==> src/rtl/sar_adc_pkg.sv <==
// Shared definitions for the SAR oversampling sequencer.
//   - FSM state encoding, both as an enum and as plain 2-bit constants.
//   - Default result width of the SAR controller.
//   - round_avg(): round-half-up divide of an accumulator by 2**avg_log2.
package sar_adc_pkg;

  localparam int ADC_BITS_DEF = 8;

  typedef enum logic [1:0] {
    S_IDLE = 2'd0,
    S_CONV = 2'd1,
    S_GAP  = 2'd2
  } sar_state_e;

  localparam logic [1:0] ST_IDLE = S_IDLE;
  localparam logic [1:0] ST_CONV = S_CONV;
  localparam logic [1:0] ST_GAP  = S_GAP;

  // With avg_log2 == 0 there is no rounding term and the sample passes through.
  function automatic logic [31:0] round_avg(input logic [31:0] acc, input int avg_log2);
    logic [31:0] half;
    half = (avg_log2 > 0) ? (32'd1 << (avg_log2 - 1)) : 32'd0;
    return (acc + half) >> avg_log2;
  endfunction

endpackage

==> src/rtl/sar_avg_accum.sv <==
// Accumulate / average datapath for the SAR oversampling sequencer.
// Sums 2**AVG_LOG2 captured results, publishes the rounded average on a
// valid/ready stream and flags overwritten (unaccepted) averages.
// Ports:
//   clk, rst_n      clock, async active-low reset
//   capture_i       take result_i into the accumulator this edge
//   discard_i       drop the partial burst (acc/cnt cleared)
//   result_i        SAR result
//   avg_ready_i     downstream accept
//   clr_err_i       sync clear of overrun_o (wins over a set)
//   avg_data_o      rounded average
//   avg_valid_o     avg_data_o valid, held until accepted
//   overrun_o       sticky: unaccepted average was overwritten
module sar_avg_accum
  import sar_adc_pkg::*;
#(
  parameter int ADC_BITS = ADC_BITS_DEF,
  parameter int AVG_LOG2 = 2
) (
  input  logic                clk,
  input  logic                rst_n,
  input  logic                capture_i,
  input  logic                discard_i,
  input  logic [ADC_BITS-1:0] result_i,
  input  logic                avg_ready_i,
  input  logic                clr_err_i,
  output logic [ADC_BITS-1:0] avg_data_o,
  output logic                avg_valid_o,
  output logic                overrun_o
);

  localparam int ACC_W = ADC_BITS + AVG_LOG2;
  // A zero-width counter is illegal; with AVG_LOG2 == 0 the 1-bit counter
  // stays at 0 so every capture ends a burst.
  localparam int CNT_W = (AVG_LOG2 > 0) ? AVG_LOG2 : 1;
  localparam logic [CNT_W-1:0] CNT_LAST = (AVG_LOG2 > 0) ? CNT_W'((1 << AVG_LOG2) - 1) : '0;

  logic [ACC_W-1:0]    acc_q, acc_d, acc_next;
  logic [CNT_W-1:0]    cnt_q, cnt_d;
  logic [ADC_BITS-1:0] avg_data_q, avg_data_d;
  logic                avg_valid_q, avg_valid_d;
  logic                overrun_q, overrun_d;
  logic                burst_done;

  assign acc_next   = acc_q + ACC_W'(result_i);
  assign burst_done = capture_i && (cnt_q == CNT_LAST);

  always_comb begin
    acc_d       = acc_q;
    cnt_d       = cnt_q;
    avg_data_d  = avg_data_q;
    avg_valid_d = avg_valid_q;
    overrun_d   = overrun_q;

    if (discard_i) begin
      acc_d = '0;
      cnt_d = '0;
    end else if (capture_i) begin
      if (burst_done) begin
        acc_d      = '0;
        cnt_d      = '0;
        // Rounded mean of ADC_BITS-wide samples always fits in ADC_BITS.
        avg_data_d = ADC_BITS'(round_avg(32'(acc_next), AVG_LOG2));
      end else begin
        acc_d = acc_next;
        cnt_d = cnt_q + CNT_W'(1);
      end
    end

    if (avg_valid_q && avg_ready_i) avg_valid_d = 1'b0;
    if (burst_done) avg_valid_d = 1'b1;

    if (burst_done && avg_valid_q && !avg_ready_i) overrun_d = 1'b1;
    if (clr_err_i) overrun_d = 1'b0;
  end

  always_ff @(posedge clk or negedge rst_n) begin
    if (!rst_n) begin
      acc_q       <= '0;
      cnt_q       <= '0;
      avg_data_q  <= '0;
      avg_valid_q <= 1'b0;
      overrun_q   <= 1'b0;
    end else begin
      acc_q       <= acc_d;
      cnt_q       <= cnt_d;
      avg_data_q  <= avg_data_d;
      avg_valid_q <= avg_valid_d;
      overrun_q   <= overrun_d;
    end
  end

  assign avg_data_o  = avg_data_q;
  assign avg_valid_o = avg_valid_q;
  assign overrun_o   = overrun_q;

endmodule

==> src/rtl/sar_oversample_sequencer.sv <==
// SAR oversampling sequencer: drives the SAR controller go/valid handshake,
// runs back-to-back conversions while run=1 and emits one rounded average of
// 2**AVG_LOG2 results per burst on a valid/ready stream.
// Optional feature macro: SAR_TIMEOUT_EN (conversion watchdog, TIMEOUT_CYCLES).
// Ports:
//   clk, rst_n         clock, async active-low reset
//   run                level, keep converting
//   adc_go             registered go to SAR controller
//   adc_valid          SAR result valid (only looked at in CONV)
//   adc_result         SAR result
//   avg_data/avg_valid averaged result stream, avg_ready accepts
//   overrun            sticky overwrite flag
//   timeout_err        sticky watchdog flag (tied 0 without SAR_TIMEOUT_EN)
//   clr_err            sync clear of both sticky flags
//   busy               state != IDLE
//
// state | meaning
// IDLE  | not converting, adc_go low
// CONV  | adc_go high, waiting for adc_valid
// GAP   | adc_go low for one cycle so the controller re-arms; stale valid ignored
module sar_oversample_sequencer
  import sar_adc_pkg::*;
#(
  parameter int ADC_BITS       = ADC_BITS_DEF,
  parameter int AVG_LOG2       = 2,
  parameter int TIMEOUT_CYCLES = 32
) (
  input  logic                clk,
  input  logic                rst_n,
  input  logic                run,
  output logic                adc_go,
  input  logic                adc_valid,
  input  logic [ADC_BITS-1:0] adc_result,
  output logic [ADC_BITS-1:0] avg_data,
  output logic                avg_valid,
  input  logic                avg_ready,
  output logic                overrun,
  output logic                timeout_err,
  input  logic                clr_err,
  output logic                busy
);

  if (AVG_LOG2 < 0 || AVG_LOG2 > 6 || TIMEOUT_CYCLES < 1) begin : g_bad_param
    $error("sar_oversample_sequencer: AVG_LOG2 must be 0..6 and TIMEOUT_CYCLES >= 1");
  end

  logic [1:0] state_q, state_d;
  logic       adc_go_q, adc_go_d;
  logic       capture, discard;
  logic       tmo_hit;

`ifdef SAR_TIMEOUT_EN
  localparam int TMR_W = $clog2(TIMEOUT_CYCLES + 1);
  localparam logic [TMR_W-1:0] TMR_LOAD = TMR_W'(TIMEOUT_CYCLES - 1);

  logic [TMR_W-1:0] tmr_q, tmr_d;
  logic             tmo_err_q, tmo_err_d;

  // Down-counter loaded on CONV entry; reaching zero in CONV marks the
  // TIMEOUT_CYCLES-th cycle without a result.
  assign tmo_hit = (state_q == ST_CONV) && (tmr_q == '0);

  always_comb begin
    tmr_d = tmr_q;
    if (state_d == ST_CONV && state_q != ST_CONV) tmr_d = TMR_LOAD;
    else if (state_q == ST_CONV && tmr_q != '0)   tmr_d = tmr_q - TMR_W'(1);

    tmo_err_d = tmo_err_q;
    if (tmo_hit && run && !adc_valid) tmo_err_d = 1'b1;
    if (clr_err) tmo_err_d = 1'b0;
  end

  always_ff @(posedge clk or negedge rst_n) begin
    if (!rst_n) begin
      tmr_q     <= '0;
      tmo_err_q <= 1'b0;
    end else begin
      tmr_q     <= tmr_d;
      tmo_err_q <= tmo_err_d;
    end
  end

  assign timeout_err = tmo_err_q;
`else
  assign tmo_hit     = 1'b0;
  assign timeout_err = 1'b0;
`endif

  always_comb begin
    state_d  = state_q;
    adc_go_d = adc_go_q;
    capture  = 1'b0;
    discard  = 1'b0;
    case (state_q)
      ST_IDLE: begin
        if (run) begin
          state_d  = ST_CONV;
          adc_go_d = 1'b1;
        end
      end
      ST_CONV: begin
        // A run drop aborts even if a result arrives on the same edge.
        if (!run) begin
          state_d  = ST_IDLE;
          adc_go_d = 1'b0;
          discard  = 1'b1;
        end else if (adc_valid) begin
          state_d  = ST_GAP;
          adc_go_d = 1'b0;
          capture  = 1'b1;
        end else if (tmo_hit) begin
          state_d  = ST_GAP;
          adc_go_d = 1'b0;
          discard  = 1'b1;
        end
      end
      ST_GAP: begin
        adc_go_d = run;
        state_d  = run ? ST_CONV : ST_IDLE;
      end
      default: begin
        state_d  = ST_IDLE;
        adc_go_d = 1'b0;
      end
    endcase
  end

  always_ff @(posedge clk or negedge rst_n) begin
    if (!rst_n) begin
      state_q  <= ST_IDLE;
      adc_go_q <= 1'b0;
    end else begin
      state_q  <= state_d;
      adc_go_q <= adc_go_d;
    end
  end

  sar_avg_accum #(
    .ADC_BITS (ADC_BITS),
    .AVG_LOG2 (AVG_LOG2)
  ) u_accum (
    .clk         (clk),
    .rst_n       (rst_n),
    .capture_i   (capture),
    .discard_i   (discard),
    .result_i    (adc_result),
    .avg_ready_i (avg_ready),
    .clr_err_i   (clr_err),
    .avg_data_o  (avg_data),
    .avg_valid_o (avg_valid),
    .overrun_o   (overrun)
  );

  assign adc_go = adc_go_q;
  assign busy   = (state_q != ST_IDLE);

endmodule
==> config.mk <==
export PLATFORM = sky130hd
export DESIGN_NAME = sar_oversample_sequencer
export DESIGN_NICKNAME = d
export VERILOG_FILES = /design/src/rtl/sar_adc_pkg.sv /design/src/rtl/sar_avg_accum.sv /design/src/rtl/sar_oversample_sequencer.sv
export SDC_FILE = /design/constraint.sdc
export NUM_CORES = 1
export LEC_CHECK = 0
export CAP_MARGIN = 20
export CORE_UTILIZATION = 53
export CTS_BUF_LIST = sky130_fd_sc_hd__clkbuf_8 sky130_fd_sc_hd__clkbuf_16
export DETAILED_ROUTE_END_ITERATION = 12
export GPL_TIMING_DRIVEN = 0
export PLACE_DENSITY = 0.79
export RECOVER_POWER = 50
export SETUP_SLACK_MARGIN = 0.5
export SYNTH_ARGS = -nofsm -noshare
export SYNTH_HDL_FRONTEND = slang
export SYNTH_SLANG_ARGS = --single-unit
==> constraint.sdc <==
create_clock -name clk -period 3.3 [get_ports clk]
set_clock_uncertainty 0.2 [all_clocks]
set_input_delay 0.66 -clock clk [delete_from_list [all_inputs] [get_ports clk]]
set_output_delay 0.66 -clock clk [all_outputs]
set_load 0.05 [all_outputs]
==> metrics <==
Remaining Overflow, GRT 0; Commonest cells post-synth dfrtp_1 (25), nand2_1 (22), o21ai_0 (13); TritonCTS clock tree done; Clock transition at path regs 90 ps; row count 19; worst skew pair latency 260 ps; placed cell areas 1960 sq um; CTS sink count 25; Final Wtd Congestion 0.909; DRC violations left 3; WHS 285 ps; period utilization 0.841; Initial Utilization 0.576; Arrival @ worst endpoint 2730 ps; worst path cell trace clkdlybuf4s50_1, ha_2, o21a_1, o21ai_0, nor3_2, o311a_1, a221o_1; CTS Buffer Depth 2; Post-Syn Instances 176; Relative slew margins 0.299; Diodes inserted 0; f_max 0.360 GHz; RSZ-0062 raised after global routing true; synthesized area 1640 sq um; hold crit path type reg2reg; syn_area_per_cell 9.34 sq um; Sw Ratio 0.409; VDD IR max 415 uV; Yosys reg bits 25; DIE AREA 3330 sq um; CP max FO 7; Final min period 2780 ps; largest net degree at the start of global routing 26; Detail Route Antenna Nets 0; Die H 57.7 um; Yosys cell types 48; final hold violations 0; Finished Cell Area 2360 sq um; global-route wire length before repair 6.78 mm; Max stage delay cell, worst path clkdlybuf4s50_1; drt total wl 4.58 mm; Slew Viols, Final 0; antenna violations before repair 0; Power Internal 0.788 mW; Clock power frac 0.134; PD cells 564 nW/um^2; Pleak 1.02 nW; Sw Pwr 0.545 mW; Setup CP Type in2reg; number of global-route vias before repair 1543; HPWL Detailed 2.78 mm; layout overhead on the synthesized area 43.8%; Worst EP required 3260 ps; Least-Margin Pin Slew 1050 ps; clk root buf clkbuf_8; post-synthesis sequential area ratio 0.381; nature of the critical path endpoint register; Wirelength per Cell 17.8 um; CTS Buf Count 3; drt first-iter violations 89; Max-cap violations 0; ys async rst share 1.00; top-count cell post-synth dfrtp_1; core area 2850 sq um; failing checks DRC; Tot GR Track Use 0.264; Core Util, Final 0.829; IO buf count 25; EDFF count, synth 0; IO Count 27; Synthesis Warnings 0; Pre-antenna DRT Iters 8; outcome complete, but fails checks; layout cells sized above 1 0.288; Critical Path Max Stage Delay 460 ps; CP Launch Type input pin; Flop pwr share 0.284; top cell type's share of synthesized area 0.381; vias per cell 6.26; biggest area consumer among synthesized cells dfrtp_1; nets@finish 252; Die X 57.7 um; most used flip-flop cell after synthesis dfrtp_1; H-tree Lvls 1; vias post-DR 1610; Final Setup Violations 0; top post-synthesis cells by area dfrtp_1 (38%), ha_1 (7.6%), nand2_1 (5.0%); Net Count, Synth 201; Comb power frac 0.582
[routing by layer]
metal / share of wire / track usage
met1: 0.39 / 0.309
met2: 0.54 / 0.487
met3: 0.043 / 0.0424
met4: 0.024 / 0.0986
met5: 0 / 0
[cell type report]
cell class | instances | area [sq um]
plain buffers | 7 | 45.0
clock buffers | 3 | 41.3
clock inverters | 1 | 5.00
fillers | 157 | 489
inverters | 12 | 45.0
multi-input cells | 132 | 1170
flip-flops and latches | 25 | 626
well taps | 31 | 38.8
repair buffers | 46 | 395
[kinds of logic after synthesis]
group,Yosys count,share of synthesized area
flops,25,0.381
xor+xnor,10,0.0533
mux,3,0.0190
compound gates,52,0.228
buf+inv,19,0.0472
simple gates,55,0.182
other cells,1,0.00228
fa+ha+maj,11,0.0883
[sequential cells by signal, indices dropped and copies added (netlist names)]
signal / count
adc_go: 1
state_q: 2
u_accum.cnt_q: 2
u_accum.avg_data_o: 8
u_accum.avg_valid_o: 1
u_accum.overrun_o: 1
u_accum.acc_q: 10
[worst max-delay path, delay by kind of cell]
kind,cells,cell delay (ps)
AOI/OAI and AO/OA,4,1160
adders and majority gates,1,320
buffers and inverters,1,460
and+or+nand+nor,1,120
[placed cells by master, fill, tap and decap left out, types with 7 or more instances in the layout]
cell type and count:
buf_4 21, dfrtp_1 25, nand2_1 20, clkdlybuf4s50_1 17, nor2_1 7, inv_1 10
o21ai_0 12, a22o_1 8
[power groups by stage]
stage	Clock, mW	Sequential (mW)	Combinational, mW
finish	0.179	0.378	0.776
detailed placement	0	0.378	0.518
CTS	0.180	0.375	0.625
global placement	0	0.376	0.496
floorplan	0	0.417	0.346
global route	0.189	0.382	0.823
[final timing paths]
| kind | startpoint | to | slack (ps) | depth (start not counted) |
|---|---|---|---|---|
| min in group asynchronous | rst_n | u_accum.acc_q[6] | 490 | 1 |
| setup / recovery | adc_result[6] | u_accum.avg_data_o[7] | 520 | 7 |
| setup reg to reg | u_accum.acc_q[0] | u_accum.avg_data_o[5] | 620 | 12 |
| hold reg to reg | u_accum.avg_data_o[6] | u_accum.avg_data_o[6] | 280 | 2 |
| max in group asynchronous | rst_n | adc_go | 1170 | 2 |
| hold / removal | u_accum.avg_data_o[6] | u_accum.avg_data_o[6] | 280 | 2 |
[metrics by stage]
step | worst slack (ps) | cells | total power [mW] | setup TNS [ps]
after floorplan | 456 | 176 | 0.762 | 0
after global placement | -279 | 232 | 0.873 | -453
after detailed placement | -359 | 232 | 0.896 | -919
after CTS | 500 | 250 | 1.18 | 0
after global routing | 441 | 257 | 1.39 | 0
final | 523 | 257 | 1.33 | 0
[repair_timing]
item | in CTS | in global routing
hold buffers | 0 | 0
gates resized for setup | 30 | 20
setup endpoints to repair | 8 | 4
setup buffers | 14 | 6
pin swaps | 12 | 13
No activity file was read; power rests on OpenSTA's default activity.
